==> src/rtl/pipe_regs.sv <==
// ---------------------------------------------------------------------------
// pipe_regs
//   PC register plus the four inter-stage registers (F/D, D/E, E/M, M/W) of a
//   5-stage MIPS pipeline. Stall requests from the hazard unit are turned into
//   register holds and bubble insertion. Stall and bubble performance counters
//   are kept alongside.
//
// Ports
//   clk, reset          : clock, synchronous active-low reset
//   npc, f_instr        : next PC and fetched instruction (F stage)
//   d_rs_val/rt_val/imm : D-stage operands latched into D/E
//   d_a3_in             : D-stage destination register (0 = none)
//   e_alu, e_rt_val_in  : E-stage results latched into E/M
//   m_out_in            : M-stage result latched into M/W
//   fd_stall            : hold PC and F/D
//   de_stall            : bubble into D/E
//   em_stall            : hold PC, F/D, D/E; bubble into E/M
//   pc, d_*, e_*, m_*, w_* : registered stage payloads
//   stall_cnt           : edges seen with fd_stall==1 (wraps)
//   bubble_cnt          : bubbles inserted into D/E or E/M (wraps)
//
// Every output comes straight from a flop; there is no input-to-output path.
// ---------------------------------------------------------------------------
module pipe_regs #(
    parameter logic [31:0] PC_RESET = 32'h0000_3000,
    parameter int          CNT_W    = 32
) (
    input  logic             clk,
    input  logic             reset,
    input  logic [31:0]      npc,
    input  logic [31:0]      f_instr,
    input  logic [31:0]      d_rs_val,
    input  logic [31:0]      d_rt_val,
    input  logic [31:0]      d_imm,
    input  logic [4:0]       d_a3_in,
    input  logic [31:0]      e_alu,
    input  logic [31:0]      e_rt_val_in,
    input  logic [31:0]      m_out_in,
    input  logic             fd_stall,
    input  logic             de_stall,
    input  logic             em_stall,
    output logic [31:0]      pc,
    output logic [31:0]      d_instr,
    output logic [31:0]      d_pc,
    output logic [31:0]      e_instr,
    output logic [31:0]      e_pc,
    output logic [31:0]      e_rs_val,
    output logic [31:0]      e_rt_val,
    output logic [31:0]      e_imm,
    output logic [4:0]       e_a3,
    output logic [31:0]      m_instr,
    output logic [31:0]      m_pc,
    output logic [31:0]      m_alu,
    output logic [31:0]      m_rt_val,
    output logic [4:0]       m_a3,
    output logic [31:0]      w_instr,
    output logic [31:0]      w_pc,
    output logic [31:0]      w_data,
    output logic [4:0]       w_a3,
    output logic [CNT_W-1:0] stall_cnt,
    output logic [CNT_W-1:0] bubble_cnt
);

    // Stage payloads
    typedef struct packed {
        logic [31:0] instr;
        logic [31:0] pc;
    } fd_t;

    typedef struct packed {
        logic [31:0] instr;
        logic [31:0] pc;
        logic [31:0] rs_val;
        logic [31:0] rt_val;
        logic [31:0] imm;
        logic [4:0]  a3;
    } de_t;

    typedef struct packed {
        logic [31:0] instr;
        logic [31:0] pc;
        logic [31:0] alu;
        logic [31:0] rt_val;
        logic [4:0]  a3;
    } em_t;

    typedef struct packed {
        logic [31:0] instr;
        logic [31:0] pc;
        logic [31:0] data;
        logic [4:0]  a3;
    } mw_t;

    logic [31:0]      pc_q,         pc_d;
    fd_t              fd_q,         fd_d;
    de_t              de_q,         de_d;
    em_t              em_q,         em_d;
    mw_t              mw_q,         mw_d;
    logic [CNT_W-1:0] stall_cnt_q,  stall_cnt_d;
    logic [CNT_W-1:0] bubble_cnt_q, bubble_cnt_d;

    // Stall decode. A D/E or E/M request without fd_stall is illegal from the
    // hazard unit; the front end is held anyway so no instruction is lost.
    // em_stall wins over de_stall: D/E keeps its instruction rather than
    // being zeroed, and only the E/M bubble is counted.
    logic hold_fd;
    logic hold_de;
    logic bub_de;
    logic bub_em;

    always_comb begin
        hold_fd = fd_stall | de_stall | em_stall;
        hold_de = em_stall;
        bub_de  = de_stall & ~em_stall;
        bub_em  = em_stall;
    end

    // Next-state logic
    always_comb begin
        pc_d = hold_fd ? pc_q : npc;

        fd_d = fd_q;
        if (!hold_fd) begin
            fd_d.instr = f_instr;
            fd_d.pc    = pc_q;
        end

        de_d = de_q;
        if (bub_de) begin
            // Bubble keeps the PC of the stalled instruction for traceability.
            de_d        = '0;
            de_d.pc     = fd_q.pc;
        end else if (!hold_de) begin
            de_d.instr  = fd_q.instr;
            de_d.pc     = fd_q.pc;
            de_d.rs_val = d_rs_val;
            de_d.rt_val = d_rt_val;
            de_d.imm    = d_imm;
            de_d.a3     = d_a3_in;
        end

        if (bub_em) begin
            em_d        = '0;
            em_d.pc     = de_q.pc;
        end else begin
            em_d.instr  = de_q.instr;
            em_d.pc     = de_q.pc;
            em_d.alu    = e_alu;
            em_d.rt_val = e_rt_val_in;
            em_d.a3     = de_q.a3;
        end

        // M/W always advances; a bubble arrives with a3==0 so no GRF write.
        mw_d.instr = em_q.instr;
        mw_d.pc    = em_q.pc;
        mw_d.data  = m_out_in;
        mw_d.a3    = em_q.a3;

        stall_cnt_d  = stall_cnt_q  + CNT_W'(fd_stall);
        bubble_cnt_d = bubble_cnt_q + CNT_W'(bub_de | bub_em);
    end

    // State registers; reset overrides every stall input.
    always_ff @(posedge clk) begin
        if (!reset) begin
            pc_q         <= PC_RESET;
            fd_q         <= '0;
            fd_q.pc      <= PC_RESET;
            de_q         <= '0;
            de_q.pc      <= PC_RESET;
            em_q         <= '0;
            em_q.pc      <= PC_RESET;
            mw_q         <= '0;
            mw_q.pc      <= PC_RESET;
            stall_cnt_q  <= '0;
            bubble_cnt_q <= '0;
        end else begin
            pc_q         <= pc_d;
            fd_q         <= fd_d;
            de_q         <= de_d;
            em_q         <= em_d;
            mw_q         <= mw_d;
            stall_cnt_q  <= stall_cnt_d;
            bubble_cnt_q <= bubble_cnt_d;
        end
    end

    // Outputs
    assign pc         = pc_q;
    assign d_instr    = fd_q.instr;
    assign d_pc       = fd_q.pc;
    assign e_instr    = de_q.instr;
    assign e_pc       = de_q.pc;
    assign e_rs_val   = de_q.rs_val;
    assign e_rt_val   = de_q.rt_val;
    assign e_imm      = de_q.imm;
    assign e_a3       = de_q.a3;
    assign m_instr    = em_q.instr;
    assign m_pc       = em_q.pc;
    assign m_alu      = em_q.alu;
    assign m_rt_val   = em_q.rt_val;
    assign m_a3       = em_q.a3;
    assign w_instr    = mw_q.instr;
    assign w_pc       = mw_q.pc;
    assign w_data     = mw_q.data;
    assign w_a3       = mw_q.a3;
    assign stall_cnt  = stall_cnt_q;
    assign bubble_cnt = bubble_cnt_q;

endmodule

==> config.mk <==
export PLATFORM = sky130hd
export DESIGN_NAME = pipe_regs
export DESIGN_NICKNAME = d
export VERILOG_FILES = /design/src/rtl/pipe_regs.sv
export SDC_FILE = /design/constraint.sdc
export NUM_CORES = 1
export LEC_CHECK = 0
export CAP_MARGIN = 20
export CORE_AREA = 4 4 319 321
export DETAILED_ROUTE_END_ITERATION = 16
export DIE_AREA = 0 0 323 325
export SLEW_MARGIN = 5
export SYNTH_ARGS = -nofsm -noshare
export SYNTH_HDL_FRONTEND = slang
export SYNTH_SLANG_ARGS = --single-unit
==> constraint.sdc <==
create_clock -name clk -period 6.8 [get_ports clk]
set_clock_uncertainty 0.2 [all_clocks]
set_input_delay 2.04 -clock clk [delete_from_list [all_inputs] [get_ports clk]]
set_output_delay 2.04 -clock clk [all_outputs]
set_load 0.02 [all_outputs]
# After elaboration in Yosys (flattened, before gate mapping)
# Cells that the tools add are included.
classes:
  addsub: 2
  n_mul: 0
  div_mod_pow: 0
  n_lt_le_gt_ge: 0
  eq_ne: 1
  shift: 0
  muxes: 2
  n_bitwise: 6
  reduce_logical: 2
ops:
  columns: ["cell", "n"]
  rows:
  - ["$mux 133", 2]
  - ["$add 32x1->32", 2]
  - ["$reduce_or 2->1", 2]
  - ["$or 1x1->1", 3]
  - ["$ne 2x1->1 const B", 1]
  - ["$not 1->1", 2]
  - ["$and 1x1->1", 1]
totals:
  regBits: 559
  latchBits: 0
  mem_bits_rw: 0
  rom_bits: 0
  in_bits: 266
  output_inout_bits: 559
  word_cells: 33
  mem_count: 0

# Depth between registers and ports, before layout
# Gate-level depths: netlist of run 1.
logic_depth:
  depth_word: 4
  mapped_depth: 10
  ltp_nobuf: 7

# Worst setup path after synthesis of run 1
# Ideal clock, no wire load.
synth_timing:
  path_kind: "input to register"
  startpoint: "input port em_stall"
  endpoint: "register bubble_cnt_q[30], in the netlist bubble_cnt[30]"
  setup_time_ns: 0.101
  t_arrival_ns: 3.855
  required_time_ns: 6.499
  path_slack_ns: 2.644
  cell_stages: 10
  n_path_buf: 3
  cell_sequence: "clkbuf_1 or2_2 ha_1 ha_1 and3_1 clkbuf_1 nand3_1 clkbuf_1 o311ai_0 o41ai_1"
synth_between:
  elab_chain_len: 4
synth_lines:
  columns: ["element", "line_no", "source"]
  rows:
  - ["start: declaration", "41", "input logic em_stall,"]
  - ["$not 1->1", "114", "bub_de = de_stall & ~em_stall;"]
  - ["$and 1x1->1", "114", null]
  - ["$or 1x1->1 *", "160", "bubble_cnt_d = bubble_cnt_q + CNT_W'(bub_de | bub_em);"]
  - ["$add 32x1->32 *", "160", null]
  - ["end signal: assignment", "184", "bubble_cnt_q <= bubble_cnt_d;"]
  - ["end: declaration", "100", "logic [CNT_W-1:0] bubble_cnt_q, bubble_cnt_d;"]
# Every way passes the cells marked *; elsewhere a longest branch is shown, timed or not.
# A chain may end at the register's enable or synchronous reset.

# Worst setup path in the final report of run 1
layout_timing:
  startpoint: "input port fd_stall"
  endpoint: "register stall_cnt_q[20], in the netlist stall_cnt[20]"
layout_between:
  elab_chain_len: 1
layout_lines:
  columns: ["element", "line_no", "source"]
  rows:
  - ["start: declaration", "39", "input logic fd_stall,"]
  - ["$add 32x1->32", "159", "stall_cnt_d = stall_cnt_q + CNT_W'(fd_stall);"]
  - ["end signal: assignment", "183", "stall_cnt_q <= stall_cnt_d;"]
  - ["end: declaration", "99", "logic [CNT_W-1:0] stall_cnt_q, stall_cnt_d;"]
# No other way between the ends.

==> results of run 1 <==
[per-layer routing]
layer / vias up / routed length, µm
li1: 7500 / -
met3: 86 / 6870
met2: 575 / 33500
met4: 12 / 1520
met5: - / 82
met1: 7074 / 30800
[layout by cell type, fill, tap and decap left out, drive strengths merged, types with 2 or more instances in the layout]
master         count
bufinv             8
o31ai             19
or2                2
nor4               6
a21oi            121
or4               25
nor2             189
ha                 5
nand2b            12
and2             235
nand3             25
o21ai             10
xnor2             12
dfxtp            559
nor3               6
diode              5
clkdlybuf4s50    822
or3               10
and3               7
clkinv            12
clkbuf            90
buf               15
nand4             17
mux2i            173
inv               13
xor2              10
and4               5
nand2            224
[cells by family (layout without fill, tap and decap cells)]
| kind of cell | after synthesis | count (layout) | share of synthesized area |
|---|---|---|---|
| simple gates | 764 | 764 | 0.207 |
| flops | 559 | 559 | 0.612 |
| mux | 173 | 173 | 0.0948 |
| compound gates | 153 | 153 | 0.0451 |
| buf+inv | 125 | 961 | 0.0267 |
| xor+xnor | 22 | 22 | 0.0105 |
| fa+ha+maj | 5 | 5 | 0.00342 |
| other cells | 0 | 5 | 0 |
[per-stage QoR]
step / worst slack [ns] / hold WS [ns] / area [µm²]
2_1_floorplan: 2.64 / 0.340 / 18300
3_3_place_gp: 1.77 / 0.219 / 27900
3_5_place_dp: 1.77 / 0.236 / 27900
4_1_cts: 2.45 / 0.251 / 30100
5_1_grt: 2.28 / 0.268 / 30100
6_report: 2.40 / 0.247 / 30200
[cell type report]
type / count / area share
Inverter: 11 / 0.00153
Tap cell: 1298 / 0.0538
Multi-Input combinational cell: 1117 / 0.220
Antenna cell: 5 / 0.000415
Timing Repair Buffer: 837 / 0.278
Sequential cell: 559 / 0.371
Clock inverter: 23 / 0.0137
Clock buffer: 90 / 0.0621
[worst max-delay path: cells and delay by family]
family	cells	cell delay [ns]
AO/OA/AOI/OAI	1	0.15
buffers and inverters	1	0.63
AND/OR/NAND/NOR	3	1.39
adder cells (fa/ha/maj)	2	0.52
[worst min-delay path by stage]
stage | slack [ns] | depth (start not counted) | to | from
2_1_floorplan | 0.34 | 2 | bubble_cnt[31]$_SDFF_PN0_ | bubble_cnt[31]$_SDFF_PN0_
3_3_place_gp | 0.22 | 1 | w_pc[12]$_SDFF_PN1_ | m_pc[12]$_SDFF_PN1_
3_5_place_dp | 0.24 | 1 | w_pc[12]$_SDFF_PN1_ | m_pc[12]$_SDFF_PN1_
4_1_cts | 0.25 | 1 | w_pc[12]$_SDFF_PN1_ | m_pc[12]$_SDFF_PN1_
5_1_grt | 0.27 | 1 | w_instr[14]$_SDFF_PN0_ | m_instr[14]$_SDFF_PP0_
6_report | 0.25 | 1 | w_pc[12]$_SDFF_PN1_ | m_pc[12]$_SDFF_PN1_
[where the power goes]
part	internal, mW	switching [mW]
combinational	0.335	0.314
clock	2.26	1.47
sequential	3.36	0.0496
==> impl_metrics.env, run 1 <==
export IMPL_grt_busiest_layer="met2"
export IMPL_reg2reg_from="bubble_cnt[0]$_SDFF_PN0_"
export IMPL_grtUsageMet3=0.0526
export IMPL_finalNonFillerCells=3940
export IMPL_postCtsSetupBuffers=0
export IMPL_use_met1=0.160
export IMPL_drc=0
export IMPL_wl_per_cell_um=18.5
export IMPL_grt_util_met2=0.215
export IMPL_grt_max_degree=159
export IMPL_synth_seq_cells=559
export IMPL_fin_crit_ns=4.40
export IMPL_ys_top_cells_by_count="559 x dfxtp_1, 235 x and2_1, 224 x nand2_1"
export IMPL_endpoint="stall_cnt[20]$_SDFF_PN0_"
export IMPL_num_rows=116
export IMPL_dpl_hpwl_um=54100
export IMPL_grt_first_pass_wirelength_um=103000
export IMPL_crit_fanout=15
export IMPL_synth_largest_area_cell="dfxtp_1"
export IMPL_rsz0062_at_grt="no"
export IMPL_yosys_most_used_dff="dfxtp_1"
export IMPL_die_height_um=325
export IMPL_drt_wl_total_um=72700
export IMPL_synth_seq_area_share=0.612
export IMPL_start_util=0.184
export IMPL_place_congestion=0.848
export IMPL_slowest_stage="or4_4"
export IMPL_grt_pass1_vias=14900
export IMPL_drt_first_pass_iters=5
export IMPL_synth_edf_count=0
export IMPL_cts_clk_slew_worst_paths_ns=0.06
export IMPL_crit_required_ns=7.13
export IMPL_synth_cell_types=37
export IMPL_tns_ns=0
export IMPL_vias=15200
export IMPL_drv_slew=0
export IMPL_synth_area_top_cells="dfxtp_1 61%, mux2i_1 9.5%, and2_1 8.0%"
export IMPL_h_tree_depth=3
export IMPL_slew_headroom=0.320
export IMPL_final_core_util=0.304
export IMPL_critPathLaunch="fd_stall"
export IMPL_crit_path_start_kind="input pin"
export IMPL_fillerInstances=10300
export IMPL_overflow=0
export IMPL_hp_class="reg2reg"
export IMPL_max_vdd_ir_drop_v=0.000148
export IMPL_post_cts_resized=0
export IMPL_crit_path_end_kind="flop"
export IMPL_outcome="completed"
export IMPL_synth_warnings=0
export IMPL_yosys_area_top_type_share=0.612
export IMPL_max_cap_violations=0
export IMPL_syn_nets=2072
export IMPL_cts_hold_buffers=0
export IMPL_crit_type="in2reg"
export IMPL_io_buffer_count=824
export IMPL_hold_viol=0
export IMPL_finalSetupViolations=0
export IMPL_clock_path_buffers=3
export IMPL_finalCritPeriodShare=0.647
export IMPL_worstReg2RegEnd="bubble_cnt[24]$_SDFF_PN0_"
export IMPL_synth_cells=1801
export IMPL_cp_cell_sequence="clkdlybuf4s50_1, ha_1, ha_1, nand4_2, or4_4, or4_1, a21oi_1"
export IMPL_drive_above_1_share=0.0489
export IMPL_multi_input_area_um2=6630
export IMPL_avgSynthCellArea_um2=10.1
export IMPL_cpMostUsedCell="ha_1"
export IMPL_yosysMostFrequentCell="dfxtp_1"
export IMPL_avgViaCountPerCell=3.87
export IMPL_cts_root_buf="clkbuf_16"
export IMPL_grt_use_total=0.132
export IMPL_p_leak_nw=11.2
export IMPL_antenna_found_initial=13
export IMPL_drtIter0Drc=727
export IMPL_cts_sinks=559
export IMPL_worst_pin_slew_ns=1.02
export IMPL_nets=2864
export IMPL_clkLatencyLatePin_ns=0.63
export IMPL_drtAntennaViolNets=0
export IMPL_area_delta_synth_final_pct=65.0
export IMPL_p_total_mw=7.78
export IMPL_cts_tree="built"
export IMPL_fmax_mhz=227
export IMPL_die_area_um2=105000
export IMPL_regArea_um2=11200
export IMPL_worst_r2r_cell_count=6
export IMPL_io_pins=825
export IMPL_dpl_cell_count=3822
export IMPL_netlist_area_um2=18300
export IMPL_cp_arrival_ns=4.73
export IMPL_die_w_um=323
export IMPL_cts_inserted_buffers=67
export IMPL_core_area_um2=99300
export IMPL_async_reset_ff_frac=0
export IMPL_powerDensity_nw_per_um2=258
export IMPL_critical_path_max_stage_delay_ns=0.68
export IMPL_rrSetupSlack_ns=4.17
Note: power is estimated with default switching activity, not from simulation.
==> run 2, diff against run 1 <==
==> constraint.sdc (replaced) <==
create_clock -name clk -period 4.25 [get_ports clk]
set_clock_uncertainty 0.2 [all_clocks]
set_input_delay 1.275 -clock clk [delete_from_list [all_inputs] [get_ports clk]]
set_output_delay 1.275 -clock clk [all_outputs]
set_load 0.02 [all_outputs]
==> run 2 against run 1 <==
- total power increased by 59%
- combinational power increased by 65%
- sequential cell count unchanged
- register-to-register slack got worse by 2.5 ns
- critical path depth increased by 1
- first-iteration DRC count decreased by 4.5%
- sequential power increased by 60%
- count of clock-buffer cells in the layout increased by 11
- sequential share of layout area decreased by 0.26 points
==> impl_metrics.env, run 2 (same netlist as run 1, synthesis figures left out) <==
export IMPL_fillerInstances=10300
export IMPL_max_cap_violations=0
export IMPL_slew_headroom=0.309
export IMPL_fmax_mhz=286
export IMPL_wl_per_cell_um=18.5
export IMPL_powerDensity_nw_per_um2=409
export IMPL_place_congestion=0.833
export IMPL_dpl_hpwl_um=55600
export IMPL_overflow=0
export IMPL_crit_path_end_kind="flop"
export IMPL_cts_sinks=559
export IMPL_drtAntennaViolNets=0
export IMPL_p_leak_nw=11.3
export IMPL_grt_max_degree=127
export IMPL_die_w_um=323
export IMPL_tns_ns=0
export IMPL_drv_slew=0
export IMPL_drc=0
export IMPL_start_util=0.184
export IMPL_crit_type="in2reg"
export IMPL_fin_crit_ns=3.50
export IMPL_hold_viol=0
export IMPL_clkLatencyLatePin_ns=0.62
export IMPL_post_cts_resized=0
export IMPL_die_height_um=325
export IMPL_drtIter0Drc=694
export IMPL_worst_slack_ns=0.751
export IMPL_layout_common_cells="822 x clkdlybuf4s50_1, 559 x dfxtp_1, 235 x and2_1, 224 x nand2_1, 187 x nor2_1"
export IMPL_grt_pass1_vias=15200
export IMPL_drive_above_1_share=0.0563
export IMPL_vias=15400
export IMPL_h_tree_depth=3
export IMPL_cts_inserted_buffers=69
export IMPL_core_area_um2=99300
export IMPL_hp_class="reg2reg"
export IMPL_crit_path_start_kind="input pin"
export IMPL_avgViaCountPerCell=3.88
export IMPL_crit_required_ns=4.59
export IMPL_hold_slack_ns=0.233
export IMPL_max_vdd_ir_drop_v=0.000274
export IMPL_drt_first_pass_iters=5
export IMPL_grt_use_total=0.134
export IMPL_io_pins=825
export IMPL_rsz0062_at_grt="no"
export IMPL_clock_path_buffers=3
export IMPL_die_area_um2=105000
export IMPL_dp_slack_ns=0.102
export IMPL_cts_tree="built"
export IMPL_p_total_mw=12.4
export IMPL_final_common_cell="clkdlybuf4s50_1"
export IMPL_postCtsSetupBuffers=0
export IMPL_io_buffer_count=824
export IMPL_cts_root_buf="clkbuf_16"
export IMPL_cp_arrival_ns=3.84
export IMPL_nets=2884
export IMPL_crit_fanout=16
export IMPL_antenna_found_initial=11
export IMPL_finalCritPeriodShare=0.823
export IMPL_worst_pin_slew_ns=1.04
export IMPL_drt_wl_total_um=73500
export IMPL_cts_hold_buffers=0
export IMPL_area_delta_synth_final_pct=66.2
export IMPL_num_rows=116
export IMPL_grt_first_pass_wirelength_um=105000
export IMPL_outcome="completed"
export IMPL_finalSetupViolations=0
export IMPL_cts_clk_slew_worst_paths_ns=0.05
-- run 2: metal layers --
| layer | global-route usage | share of wire |
|---|---|---|
| met1 | 0.160 | 0.42 |
| met2 | 0.219 | 0.46 |
| met3 | 0.0553 | 0.099 |
| met4 | 0.0432 | 0.023 |
| met5 | 0 | 0.00052 |
-- run 2: cell type report --
| type | count | area, µm² | area share |
|---|---|---|---|
| Antenna cell | 7 | 17.5 | 0.000577 |
| Clock buffer | 101 | 1980 | 0.0651 |
| Clock inverter | 22 | 305 | 0.0101 |
| Inverter | 11 | 46.3 | 0.00152 |
| Multi-Input combinational cell | 1117 | 6630 | 0.218 |
| Sequential cell | 559 | 11200 | 0.368 |
| Tap cell | 1298 | 1620 | 0.0535 |
| Timing Repair Buffer | 855 | 8580 | 0.283 |
-- run 2: power breakdown --
group / internal, mW / leakage [nW] / switching (mW) / total (mW)
clock: 3.50 / 1.10 / 2.40 / 5.90
combinational: 0.554 / 5.69 / 0.512 / 1.07
sequential: 5.37 / 4.54 / 0.0761 / 5.44
-- run 2: per-stage QoR --
step | utilization | std cells | area (µm²)
after CTS | 0.306 | 3963 | 30400
after global routing | 0.306 | 3963 | 30400
final | 0.306 | 3970 | 30400
after global placement | 0.283 | 3840 | 28100
after detailed placement | 0.283 | 3840 | 28100
after floorplan | - | 1801 | 18300
-- run 2: path summary, 6_finish.rpt --
check / slack (ns) / depth (start not counted) / start / endpoint
setup / recovery: 0.75 / 8 / de_stall / bubble_cnt[28]$_SDFF_PN0_
setup reg to reg: 1.70 / 6 / stall_cnt[0]$_SDFF_PN0_ / stall_cnt[20]$_SDFF_PN0_
hold reg to reg: 0.23 / 1 / m_pc[13]$_SDFF_PN1_ / w_pc[13]$_SDFF_PN1_
hold / removal: 0.23 / 1 / m_pc[13]$_SDFF_PN1_ / w_pc[13]$_SDFF_PN1_
-- run 2: critical path, cell delays in order --
cell and delay, ns:
clkdlybuf4s50_1 0.50, or2_2 0.21, ha_1 0.17, ha_1 0.17, and3_1 0.31, nand3_1 0.43
or4_1 0.62, a21oi_1 0.15
==> RTL change, RTL diff (settings of run 2) <==
The parameter `PC_RESET` goes from 32'h0000_3000 to 32'h00002000.
--- a/src/rtl/pipe_regs.sv
+++ b/src/rtl/pipe_regs.sv
@@ -24,3 +24,3 @@
 module pipe_regs #(
-    parameter logic [31:0] PC_RESET = 32'h0000_3000,
+    parameter logic [31:0] PC_RESET = 32'h00002000,
     parameter int          CNT_W    = 32
Check against the original RTL: not equivalent (a bounded check fails within 4 cycles, from zero or initial values and one cycle with reset low).
==> RTL change against run 2 <==
  * Non-clock buffer count shrank 1
  * Sequential power is essentially flat
  * Sequential cell count is the same
  * Area after synthesis is essentially flat
  * Routed wire length shrank 2.2%
  * Design area shrank 0.38%
  * Setup slack gained 54 ps
  * Power shrank 2.3%
  * Worst hold slack gained 13 ps
  * Count of clock-buffer cells in the layout shrank 6
==> RTL change: results (changes against run 2) <==
[run_status]
run_status=completed

[cells_and_area]
layout.nets=2880  ; -0.14%
fillCellCount=10300  ; +0.40%
final_layout_size_suffix_gt1_share_pct=5.49  ; -0.13 points

[setup_path]
timing.rr.start=stall_cnt[0]
cp_slowest_cell=sky130_fd_sc_hd__or4_4
slowest_delay_ps=690  ; +70 ps
timing.critical_path.from=fd_stall
timing.critical_path.fanout_max=15  ; -1
data_arrival_time_of_the_critical_path_ps=3780  ; -60 ps
critical_path.top_delay_family=simple AND/OR/NAND/NOR gates

[global_routing]
antenna_found_initial=9  ; -2
grt_usage_pct=13.1  ; -0.31 points
wire_length_of_the_first_global_routing_pass_um=103000  ; -1.2%
grt_start_max_net_pins=109  ; -14%

[route]
post_dr_wirelength_cell_um=18.2  ; -1.9%
dr_total_vias=15400  ; +0.032%
first_iter_violations=788  ; +14%
first_pass_iters=5  ; unchanged

[clock_tree]
clk_latency_ps=610
clock_buffers_created_by_tritoncts=66  ; -4.3%
ctsRootBufferMaster=sky130_fd_sc_hd__clkbuf_16
cts.reportedPaths.clkPinSlew_ps=60
clk_path_buf_depth=3  ; unchanged

[power_and_ir_drop]
power_switching_share_pct=23.6  ; -0.48 points
max-vdd-ir-drop_mv=0.259  ; -5.4%
p_leak_nw=11.3  ; -0.39%

[place]
dp_hpwl_um=54800  ; -1.5%
finalWeightedCongestion=0.788  ; -5.4%
post_dp_cell_area_um2=28100  ; +0.11%
port_buffers=824  ; unchanged

[yosys]
synth_top_cells_by_area=sky130_fd_sc_hd__dfxtp_1 61%, sky130_fd_sc_hd__mux2i_1 9.5%, sky130_fd_sc_hd__and2_1 8.1%
synth-warning-count=0  ; unchanged
mappedNetlistNets=2072  ; unchanged
yosys-top-cells-count=559 x sky130_fd_sc_hd__dfxtp_1, 237 x sky130_fd_sc_hd__and2_1, 223 x sky130_fd_sc_hd__nand2_1
synth_seq_area_share_pct=61.2  ; about the same
async_flop_share_pct=0  ; unchanged
yosys_most_used_dff=sky130_fd_sc_hd__dfxtp_1
synth.distinct_cells=38  ; +2.7%

[timing]
worst_pin_slew_ps=830  ; -206 ps

[min_path]
hold_path.startpoint=m_pc[13]
hold_path_class=reg2reg

## RTL change: path summary, 6_finish.rpt
| check | endpoint | slack (ps) | depth (start not counted) |
|---|---|---|---|
| max | stall_cnt[22] | 800 | 7 |
| min | w_pc[13] | 250 | 1 |
| max reg2reg | stall_cnt[22] | 1670 | 6 |
| min reg2reg | w_pc[13] | 250 | 1 |
## RTL change: final cells by class
| type | instances | area, um2 | share of cell area [%] |
|---|---|---|---|
| Antenna cell | 4 | 10.0 | 0.0331 |
| Clock buffer | 95 | 1890 | 6.25 |
| Clock inverter | 21 | 254 | 0.839 |
| Inverter | 11 | 46.3 | 0.153 |
| Multi-Input combinational cell | 1117 | 6630 | 21.9 |
| Sequential cell | 559 | 11200 | 37.0 |
| Tap cell | 1298 | 1620 | 5.37 |
| Timing Repair Buffer | 854 | 8610 | 28.5 |
## RTL change: power groups by stage
stage	combinational, mW	clock (mW)	sequential [mW]
after floorplan	0.276	0	5.69
after global routing	1.12	6.06	5.45
after global placement	1.07	0	5.55
final	1.05	5.63	5.44
after detailed placement	1.07	0	5.56
after CTS	1.07	5.86	5.44
## RTL change: logic make-up (layout without fill, tap and decap cells)
| kind of cell | Yosys count | count (layout) | share of synthesized area [%] |
|---|---|---|---|
| compound gates | 155 | 155 | 4.57 |
| xor+xnor | 22 | 22 | 1.05 |
| fa+ha+maj | 5 | 5 | 0.342 |
| buf+inv | 125 | 981 | 2.68 |
| flops | 559 | 559 | 61.2 |
| mux | 173 | 173 | 9.47 |
| other cells | 0 | 4 | 0 |
| simple gates | 762 | 762 | 20.7 |
## RTL change: routing by layer
layer / up-vias / track usage [%] / share of wire, %
li1: 7529 / - / -
met1: 7200 / 16.3 / 43
met2: 569 / 21.3 / 46
met3: 92 / 4.87 / 8.8
met4: 6 / 3.58 / 2.3
met5: - / 0 / 0.071
## RTL change: per-stage QoR
| stage | total power [mW] | std cells | worst slack (ps) | util (%) |
|---|---|---|---|---|
| floorplan | 5.97 | 1801 | 862 | - |
| global placement | 6.62 | 3839 | 250 | 28.3 |
| detailed placement | 6.62 | 3839 | 158 | 28.3 |
| CTS | 12.4 | 3955 | 613 | 30.5 |
| global route | 12.6 | 3955 | 620 | 30.5 |
| finish | 12.1 | 3959 | 805 | 30.5 |
